$ cat src/rtl/fsm_code_lock_if.sv
// Key/status bundle between the key debouncers, the code lock and the LED/actuator drivers.
interface fsm_code_lock_if #(
  parameter int N_KEYS   = 4,
  parameter int CODE_LEN = 4,
  parameter int MAX_FAIL = 3
);
  localparam int FW = $clog2(MAX_FAIL+1);

  logic [N_KEYS-1:0]   key_in;
  logic                unlocked;
  logic                error;
  logic                lockout;
  logic [CODE_LEN-1:0] progress;
  logic [FW-1:0]       fail_cnt;
  logic [2:0]          state_o;

  modport master (output key_in, input unlocked, error, lockout, progress, fail_cnt, state_o);
  modport slave  (input key_in, output unlocked, error, lockout, progress, fail_cnt, state_o);
endinterface

$ cat src/rtl/fsm_code_lock.sv
// Parametrised key-sequence lock: edge-detected presses checked against CODE,
// with inter-key timeout, consecutive-failure counter and timed lockout.
module fsm_code_lock #(
  parameter int N_KEYS      = 4,
  parameter int KEY_W       = $clog2(N_KEYS),
  parameter int CODE_LEN    = 4,
  parameter logic [CODE_LEN*KEY_W-1:0] CODE = 8'hE4,
  parameter int CLR_KEY     = N_KEYS-1,
  parameter int TIMEOUT_CYC = 50_000_000,
  parameter int MAX_FAIL    = 3,
  parameter int LOCKOUT_CYC = 250_000_000
) (
  input  logic clk,
  input  logic rstn,
  fsm_code_lock_if.slave bus
);
  localparam int TMAX  = (TIMEOUT_CYC > LOCKOUT_CYC) ? TIMEOUT_CYC : LOCKOUT_CYC;
  localparam int TW    = $clog2(TMAX+1);
  localparam int IDX_W = $clog2(CODE_LEN+1);
  localparam int FW    = $clog2(MAX_FAIL+1);

  typedef enum logic [2:0] {
    S_IDLE  = 3'd0,
    S_ENTRY = 3'd1,
    S_OK    = 3'd2,
    S_ERROR = 3'd3,
    S_LOCK  = 3'd4
  } state_t;

  state_t              state, nxt_state;
  logic [IDX_W-1:0]    idx, nxt_idx;
  logic [TW-1:0]       timer, nxt_timer;
  logic [FW-1:0]       fail_cnt, nxt_fail;
  logic [N_KEYS-1:0]   key_d, press;
  logic [KEY_W-1:0]    k;
  logic                any_press, valid;
  logic [CODE_LEN-1:0] therm;
  logic                unlocked_q, error_q, lockout_q;
  logic [CODE_LEN-1:0] progress_q;

  function automatic logic [KEY_W-1:0] code_at(input logic [IDX_W-1:0] i);
    return CODE[int'(i)*KEY_W +: KEY_W];
  endfunction

  assign press     = bus.key_in & ~key_d;
  assign any_press = |press;
  assign valid     = $onehot(press);

  always_comb begin
    k = '0;
    for (int i = 0; i < N_KEYS; i++)
      if (press[i]) k = KEY_W'(i);
  end

  always_comb begin
    logic do_fail;
    do_fail   = 1'b0;
    nxt_state = state;
    nxt_idx   = idx;
    nxt_timer = timer;
    nxt_fail  = fail_cnt;
    case (state)
      S_IDLE: begin
        if (valid && k == code_at('0)) begin
          nxt_idx   = IDX_W'(1);
          nxt_timer = '0;
          nxt_state = (CODE_LEN == 1) ? S_OK : S_ENTRY;
        end else if (any_press) begin
          do_fail = 1'b1;
        end
      end
      S_ENTRY: begin
        // a press on the timeout cycle takes priority over the timeout
        if (valid && k == code_at(idx)) begin
          nxt_idx   = idx + IDX_W'(1);
          nxt_timer = '0;
          if (nxt_idx == IDX_W'(CODE_LEN)) nxt_state = S_OK;
        end else if (any_press) begin
          do_fail = 1'b1;
        end else if (timer == TW'(TIMEOUT_CYC-1)) begin
          do_fail = 1'b1;
        end else begin
          nxt_timer = timer + TW'(1);
        end
      end
      S_OK: begin
        if (any_press) begin
          nxt_state = S_IDLE;
          nxt_idx   = '0;
        end
      end
      S_ERROR: begin
        if (valid && k == KEY_W'(CLR_KEY)) nxt_state = S_IDLE;
      end
      S_LOCK: begin
        if (timer == TW'(LOCKOUT_CYC-1)) begin
          nxt_state = S_IDLE;
          nxt_timer = '0;
          nxt_fail  = '0;
        end else begin
          nxt_timer = timer + TW'(1);
        end
      end
      default: begin
        nxt_state = S_IDLE;
        nxt_idx   = '0;
        nxt_timer = '0;
      end
    endcase

    if (do_fail) begin
      nxt_idx   = '0;
      nxt_timer = '0;
      nxt_fail  = (fail_cnt == FW'(MAX_FAIL)) ? fail_cnt : fail_cnt + FW'(1);
      nxt_state = (nxt_fail == FW'(MAX_FAIL)) ? S_LOCK : S_ERROR;
    end
    if (nxt_state == S_OK) nxt_fail = '0;
  end

  always_comb begin
    therm = '0;
    for (int j = 0; j < CODE_LEN; j++)
      therm[j] = (int'(nxt_idx) > j);
  end

  // outputs are decoded from the next state so they flip on the same edge as state
  always_ff @(posedge clk or negedge rstn) begin
    if (!rstn) begin
      state      <= S_IDLE;
      idx        <= '0;
      timer      <= '0;
      fail_cnt   <= '0;
      key_d      <= '1;
      unlocked_q <= 1'b0;
      error_q    <= 1'b0;
      lockout_q  <= 1'b0;
      progress_q <= '0;
    end else begin
      state      <= nxt_state;
      idx        <= nxt_idx;
      timer      <= nxt_timer;
      fail_cnt   <= nxt_fail;
      key_d      <= bus.key_in;
      unlocked_q <= (nxt_state == S_OK);
      error_q    <= (nxt_state == S_ERROR);
      lockout_q  <= (nxt_state == S_LOCK);
      progress_q <= (nxt_state == S_OK)    ? '1 :
                    (nxt_state == S_ENTRY) ? therm : '0;
    end
  end

  assign bus.unlocked = unlocked_q;
  assign bus.error    = error_q;
  assign bus.lockout  = lockout_q;
  assign bus.progress = progress_q;
  assign bus.fail_cnt = fail_cnt;
  assign bus.state_o  = state;
endmodule

$ cat src/flat_wrapper.sv
// flat-port wrapper written by rule: the top's interface ports become plain ports
module fsm_code_lock_flat 
#(
  parameter int N_KEYS      = 4,
  parameter int KEY_W       = $clog2(N_KEYS),
  parameter int CODE_LEN    = 4,
  parameter logic [CODE_LEN*KEY_W-1:0] CODE = 8'hE4,
  parameter int CLR_KEY     = N_KEYS-1,
  parameter int TIMEOUT_CYC = 50_000_000,
  parameter int MAX_FAIL    = 3,
  parameter int LOCKOUT_CYC = 250_000_000
)
  (clk, rstn, bus_key_in, bus_unlocked, bus_error, bus_lockout, bus_progress, bus_fail_cnt, bus_state_o);
  fsm_code_lock_if #(.N_KEYS(N_KEYS), .CODE_LEN(CODE_LEN), .MAX_FAIL(MAX_FAIL)) bus_i ();
  input  logic clk;
  input  logic rstn;
  input wire logic [$bits(bus_i.key_in)-1:0] bus_key_in;
  output wire logic [$bits(bus_i.unlocked)-1:0] bus_unlocked;
  output wire logic [$bits(bus_i.error)-1:0] bus_error;
  output wire logic [$bits(bus_i.lockout)-1:0] bus_lockout;
  output wire logic [$bits(bus_i.progress)-1:0] bus_progress;
  output wire logic [$bits(bus_i.fail_cnt)-1:0] bus_fail_cnt;
  output wire logic [$bits(bus_i.state_o)-1:0] bus_state_o;
  assign bus_i.key_in = bus_key_in;
  assign bus_unlocked = bus_i.unlocked;
  assign bus_error = bus_i.error;
  assign bus_lockout = bus_i.lockout;
  assign bus_progress = bus_i.progress;
  assign bus_fail_cnt = bus_i.fail_cnt;
  assign bus_state_o = bus_i.state_o;
  fsm_code_lock #(.N_KEYS(N_KEYS), .KEY_W(KEY_W), .CODE_LEN(CODE_LEN), .CODE(CODE), .CLR_KEY(CLR_KEY), .TIMEOUT_CYC(TIMEOUT_CYC), .MAX_FAIL(MAX_FAIL), .LOCKOUT_CYC(LOCKOUT_CYC)) u_core (.clk(clk), .rstn(rstn), .bus(bus_i));
endmodule
$ cat config.mk
export PLATFORM = sky130hd
export DESIGN_NAME = fsm_code_lock_flat
export DESIGN_NICKNAME = d
export VERILOG_FILES = /design/src/rtl/fsm_code_lock_if.sv /design/src/rtl/fsm_code_lock.sv /design/src/flat_wrapper.sv
export SDC_FILE = /design/constraint.sdc
export NUM_CORES = 1
export LEC_CHECK = 0
export ABC_AREA = 1
export CORE_MARGIN = 8
export CORE_UTILIZATION = 45
export DETAILED_ROUTE_END_ITERATION = 10
export SKIP_CTS_REPAIR_TIMING = 1
export SLEW_MARGIN = 20
export SYNTH_ARGS = -nofsm -noshare
export SYNTH_HDL_FRONTEND = slang
export SYNTH_SLANG_ARGS = --single-unit
$ cat constraint.sdc
create_clock -name clk -period 4.8 [get_ports clk]
set_input_delay 0.48 -clock clk [delete_from_list [all_inputs] [get_ports clk]]
set_output_delay 0.48 -clock clk [all_outputs]
set_load 0.02 [all_outputs]
==> run metrics, run 1 <==
IO Pins=18; Reg clk slew, reported paths=approximately 0.10 ns; nets=between 500 and 600; min Tclk post-route=3.66 ns; synth unique cells=36; sequential area share after synthesis=33.7%; Antenna Nets Post-Route=0; Max Buffers Root-to-Sink=2; H-tree levels=2; DRT iter0 DRCs=201; Simple-Gate Fraction of Synth Area=a little over two fifths; slowest cell on the critical path=clkdlybuf4s50_1; post-synthesis average cell area=between 7 and 8 µm²; CTS tree=done; Filler Cells Inserted=790; Sw Pwr=approximately 760 µW; first-pass GRT wire length=15,400 µm; CP bufs+invs=4; initial antenna violation count=0; routed via count=about 3,300; crit path DAT=about 3.9 ns; sequence of cells on the critical path=clkdlybuf4s50_1 > inv_1 > nor2_1 > ha_1 > ha_1 > fa_1 > nor2_1 > nand2_1 > nor2_4 > nand2_4 > nand2_4 > nand2_2 > nand2_4 > nand2_4 > inv_2 > o21ai_0 > inv_1 > nor2_1; Worst Skew=0.00675 ns; Crit path depth=18; chip width=104 µm; Async S/R FF share, synth=100%; die height=between 100 and 150 µm; CTS sink cnt=47; drt wl/cell=~15 µm; footprint of the multi-input gates=0.00197 mm²; hpwl dp=6630 µm; crit path max fanout=24; family with the most delay on the worst path=simple AND/OR/NAND/NOR gates; Hold Path Class=primary input to asynchronous set/reset pin; CP dominant cell by count=nand2_4; f_max=273 MHz; die area=0.0109 mm²; clock share of power=between 10% and 20%; Post-Syn Nets=between 500 and 600; Post-Synth XOR/XNOR Area=under 10%; Cell Pwr Density=approximately 420 mW/mm²; Inserted Diodes=0; RSZ-0062 raised after global routing=false; post-synthesis adder-cell area fraction=under 10%; Crit. End Element=register; Post-Route WL=~9000 µm; row cnt=32; most frequent cells in the layout=nand2_1, inv_1, nor2_1, nand3_1, dfrtp_1; fraction of synthesized area in multiplexers=0%; Leak=about 1.7 nW; hold_ws=about 0.26 ns; Worst setup SP type=primary input; launch point of the worst reg-to-reg path=u_core.key_d[0]; maxcap violations=0; number of enable flip-flop cells after synthesis=0; Post-Synthesis Cells=497; #FFs+latches synth=47; Req. time, crit path=5.01 ns; root buffer cell=clkbuf_8; largest family of logic cells by synthesized area=simple AND/OR/NAND/NOR gates; Fin Setup TNS=0 ns; switch share=between 40 and 50%; Total Routing Usage GR=16.9%; Syn. warnings=0; core box area=roughly 0.0076 mm²; Comb power frac=about half; layout cells sized above 1=about 15%; drc violations=0; synthesized area=0.00350 mm²; Buffers on Ports=17; gpl congestion=0.917; kind of critical path=primary input to register; Setup violations, final=0; final hold vios=0; largest net degree at the start of global routing=48; internal power=~840 µW; FF-to-FF path depth=16; IR drop worst, VDD=0.369 mV; TritonCTS buffer count=5; Synth-to-Final Area Change=8.39%; Sequential Power Share=32.5%; Tcrit/Tclk final=roughly three quarters; worst-margin pin slew=just over 0.8 ns; worst r2r dst=u_core.timer[5]; vias in the first global route=3,136; Synth Area in Compound Gates=7.00%; starting density of the core=between 40% and 50%; max-slew violations=0; TritonRoute pass-1 iters=5; DR vias/cell=roughly 5.4; commonest non-fill, non-tap cell in the layout=nand2_1; Max-slew headroom=between 40% and 50%; outcome=finished, final reports clean; Worst R2R Setup Slack=around 1.5 ns; Reg area=about 0.0012 mm²; CP max stage delay=around 0.48 ns; dominant synthesized flop cell=dfrtp_1; Worst-Skew Late Latency=a little over 0.3 ns; total congestion overflow=0
-- layer usage --
layer	vias up	routed length, µm	track usage (%)
li1	1617	-	-
met1	1544	4550	24.9
met2	97	3830	24.5
met3	14	428	2.54
met4	0	156	4.76
met5	-	0	0
-- synth_stat cells (7+ instances only) --
cell type	n	area (µm²)
nand4_1	13	81.3
inv_2	15	56.3
o21ai_0	27	135
nand3_1	44	220
nor2_2	10	62.6
inv_1	48	180
dfrtp_1	43	1080
nor2_1	48	180
nor3_1	16	80.1
nand2_1	126	473
xor2_1	15	131
nand2_2	14	87.6
nand2_4	7	78.8
-- worst max path at each step --
stage	startpoint	endpoint	slack [ns]
6_report	bus_key_in[0]	u_core.timer[5]	1.14
4_1_cts	bus_key_in[0]	u_core.timer[5]	1.09
5_1_grt	bus_key_in[0]	u_core.timer[5]	0.82
2_1_floorplan	bus_key_in[0]	u_core.timer[7]	2.01
3_3_place_gp	bus_key_in[0]	u_core.timer[5]	0.90
3_5_place_dp	bus_key_in[0]	u_core.timer[5]	0.77
-- metrics by stage --
step	area, µm²	power, mW	cells	worst slack, ns	utilization (%)
finish	3800	1.60	609	1.14	49.7
global route	3800	1.71	609	0.824	49.7
CTS	3800	1.61	609	1.09	49.7
detailed placement	3690	1.31	602	0.770	48.3
global placement	3690	1.30	602	0.897	48.3
floorplan	3500	1.11	497	2.01	-
-- registers in the layout, summed over array words and instances, names as in the netlist --
register and count:
u_core.bus.error 1, u_core.idx 3, u_core.bus.progress 4, u_core.key_d 4
u_core.bus.unlocked 1, u_core.timer 28, u_core.bus.state_o 3, u_core.bus.lockout 1
u_core.bus.fail_cnt 2
-- power by group through the flow --
stage	registers, mW	clock network, mW	logic [mW]
after floorplan	0.559	0	0.554
after global placement	0.524	0	0.774
after detailed placement	0.524	0	0.785
after CTS	0.518	0.306	0.789
after global routing	0.528	0.315	0.870
final	0.518	0.297	0.780
-- kinds of logic (layout without fill, tap and decap cells) --
logic type / Yosys count / in the layout
adders and majority gates: 6 / 6
DFF: 47 / 47
and+or+nand+nor: 303 / 303
xor gates and xnor gates: 17 / 17
buffers and inverters: 79 / 89
AOI/OAI and AO/OA: 45 / 45
-- layout make-up --
type,count,area share (%)
Clock buffer,5,1.81
Inverter,64,6.33
Tap cell,102,3.36
Timing Repair Buffer,18,4.55
Multi-Input combinational cell,371,51.9
Clock inverter,2,0.988
Sequential cell,47,31.1
No activity file was read; power rests on OpenSTA's default activity.
==> inputs of run 2 (changes only) <==
==> constraint.sdc (replaced) <==
create_clock -name clk -period 3.75 [get_ports clk]
set_input_delay 0.375 -clock clk [delete_from_list [all_inputs] [get_ports clk]]
set_output_delay 0.375 -clock clk [all_outputs]
set_load 0.02 [all_outputs]
==> run 2 against run 1 <==
Effect of this change: the run now ends with hold timing left; flip-flop and latch count unchanged; critical path type unchanged; first-iteration DRC count increased by 32%; die area unchanged.
==> run metrics, run 2 (synthesis gave the netlist of run 1 again) <==
outcome=finished, violations left (was finished, final reports clean); failing checks=hold timing; Synth-to-Final Area Change=9.29% (was 8.39%); min Tclk post-route=3.20 ns; RSZ-0062 raised after global routing=false (unchanged); row cnt=32 (unchanged); Setup violations, final=0 (unchanged); FF-to-FF path depth=16 (unchanged); Max-slew headroom=44.8% (was 44.5%); hold_ws=-0.0395 ns (was 0.257 ns); f_max=312 MHz; final hold vios=13 (was 0); initial antenna violation count=0 (unchanged); drc violations=0 (unchanged); die height=104 µm (unchanged); vias in the first global route=2,949 (was 3,136); final instance area=0.00383 mm² (was 0.00380 mm²); Crit. End Element=register (unchanged); CTS sink cnt=47 (unchanged); Reg clk slew, reported paths=0.10 ns (about the same); maxcap violations=0 (unchanged); worst r2r dst=u_core.timer[5] (unchanged); gpl congestion=0.892 (was 0.917); layout cells sized above 1=15.3% (was 14.6%); max reg flops=28 (unchanged); Placed Area=0.00371 mm² (was 0.00369 mm²); Req. time, crit path=3.96 ns (was 5.01 ns); first-pass GRT wire length=15,300 µm (was 15,400 µm); largest net degree at the start of global routing=32 (was 48); most frequent cells in the layout=nand2_1, inv_1, nor2_1, nand3_1, dfrtp_1 (unchanged); Inserted Diodes=0 (unchanged); drt wl/cell=14.8 µm (was 14.7 µm); Worst-Skew Late Latency=0.32 ns (was 0.31 ns); root buffer cell=clkbuf_8 (unchanged); Top reg by flops=u_core.timer (unchanged); Cell Pwr Density=541 mW/mm² (was 420 mW/mm²); hpwl dp=6860 µm (was 6630 µm); kind of critical path=primary input to register (unchanged); IR drop worst, VDD=0.389 mV (was 0.369 mV); Worst Skew=0.0136 ns (was 0.00675 ns); H-tree levels=2 (unchanged); footprint of the multi-input gates=0.00197 mm² (unchanged); DRT iter0 DRCs=265 (was 201); max-slew violations=0 (unchanged); starting density of the core=45.8% (unchanged); die area=0.0109 mm² (unchanged); CTS tree=done (unchanged); nets=522 (was 519); Hold Path Class=primary input to asynchronous set/reset pin (unchanged); launch point of the worst reg-to-reg path=u_core.key_d[0] (unchanged); commonest non-fill, non-tap cell in the layout=nand2_1 (unchanged); total congestion overflow=0 (unchanged); Antenna Nets Post-Route=0 (unchanged); IO Pins=18 (unchanged); Tcrit/Tclk final=85.4%; Max Buffers Root-to-Sink=2 (unchanged); Fin Setup TNS=0 ns (unchanged); TritonRoute pass-1 iters=5 (unchanged); Post-Route WL=9090 µm (was 8960 µm); TritonCTS buffer count=5 (unchanged); Leak=1.72 nW (was 1.70 nW); Total Routing Usage GR=17.0% (was 16.9%); chip width=104 µm (unchanged); Buffers on Ports=17 (unchanged); crit path DAT=3.41 ns (was 3.87 ns); crit path max fanout=14 (was 24); Reg area=0.00118 mm² (unchanged); worst-margin pin slew=0.824 ns (was 0.829 ns); Worst setup SP type=primary input (unchanged); core box area=0.00765 mm² (unchanged); Filler Cells Inserted=764 (was 790); DR vias/cell=5.20 (was 5.37); Worst R2R Setup Slack=0.67 ns (was 1.45 ns); routed via count=3,185 (was 3,272)
## run 2: final cells by class
cell class / count / area share [%]
multi-input cells: 371 / 51.4
flip-flops and latches: 47 / 30.8
inverters: 64 / 6.27
repair buffers: 21 / 5.10
well taps: 102 / 3.33
clock buffers: 5 / 1.80
clock inverters: 3 / 1.21
## run 2: critical path, cell delays in order
cell and delay, ns:
clkdlybuf4s50_1 0.48, inv_1 0.05, nor2_2 0.14, ha_1 0.25
ha_1 0.21, fa_1 0.43, nor2_1 0.11, nand2_1 0.15
nor2_4 0.20, nand2_4 0.14, nand2_4 0.09, nand2_2 0.06
nand2_4 0.17, nand2_4 0.14, inv_2 0.20, o21ai_0 0.11
inv_1 0.06, nor2_1 0.03
## run 2: report_power, final
part	leakage, nW	switching, mW	internal (mW)
Clock	0.0548	0.197	0.201
Combinational	1.04	0.699	0.312
Sequential	0.627	0.0766	0.586
Total	1.72	0.972	1.10
## run 2: stage by stage
step | utilization [%] | worst slack (ns) | hold WS, ns | power (mW) | instances
after CTS | 50.1 | 0.547 | -0.0256 | 2.09 | 613
after global placement | 48.6 | 0.329 | 0.320 | 1.68 | 605
after floorplan | - | 1.06 | 0.0794 | 1.42 | 497
after detailed placement | 48.6 | 0.221 | 0.323 | 1.68 | 605
final | 50.1 | 0.549 | -0.0395 | 2.07 | 613
after global routing | 50.1 | 0.316 | 0.00313 | 2.21 | 613
## run 2: worst max path at each step
stage	startpoint	endpoint	slack, ns
final	bus_key_in[1]	u_core.timer[5]	0.55
after global routing	bus_key_in[0]	u_core.timer[21]	0.32
after CTS	bus_key_in[1]	u_core.timer[5]	0.55
after detailed placement	bus_key_in[1]	u_core.timer[5]	0.22
after global placement	bus_key_in[1]	u_core.timer[5]	0.33
after floorplan	bus_key_in[0]	u_core.timer[7]	1.06
## run 2: layer usage
layer | vias up | track usage (%) | routed length, µm
met5 | - | 0 | 0
met4 | 0 | 4.55 | 136
met3 | 11 | 2.48 | 439
met2 | 90 | 25.1 | 3850
met1 | 1462 | 25.2 | 4660
li1 | 1622 | - | -
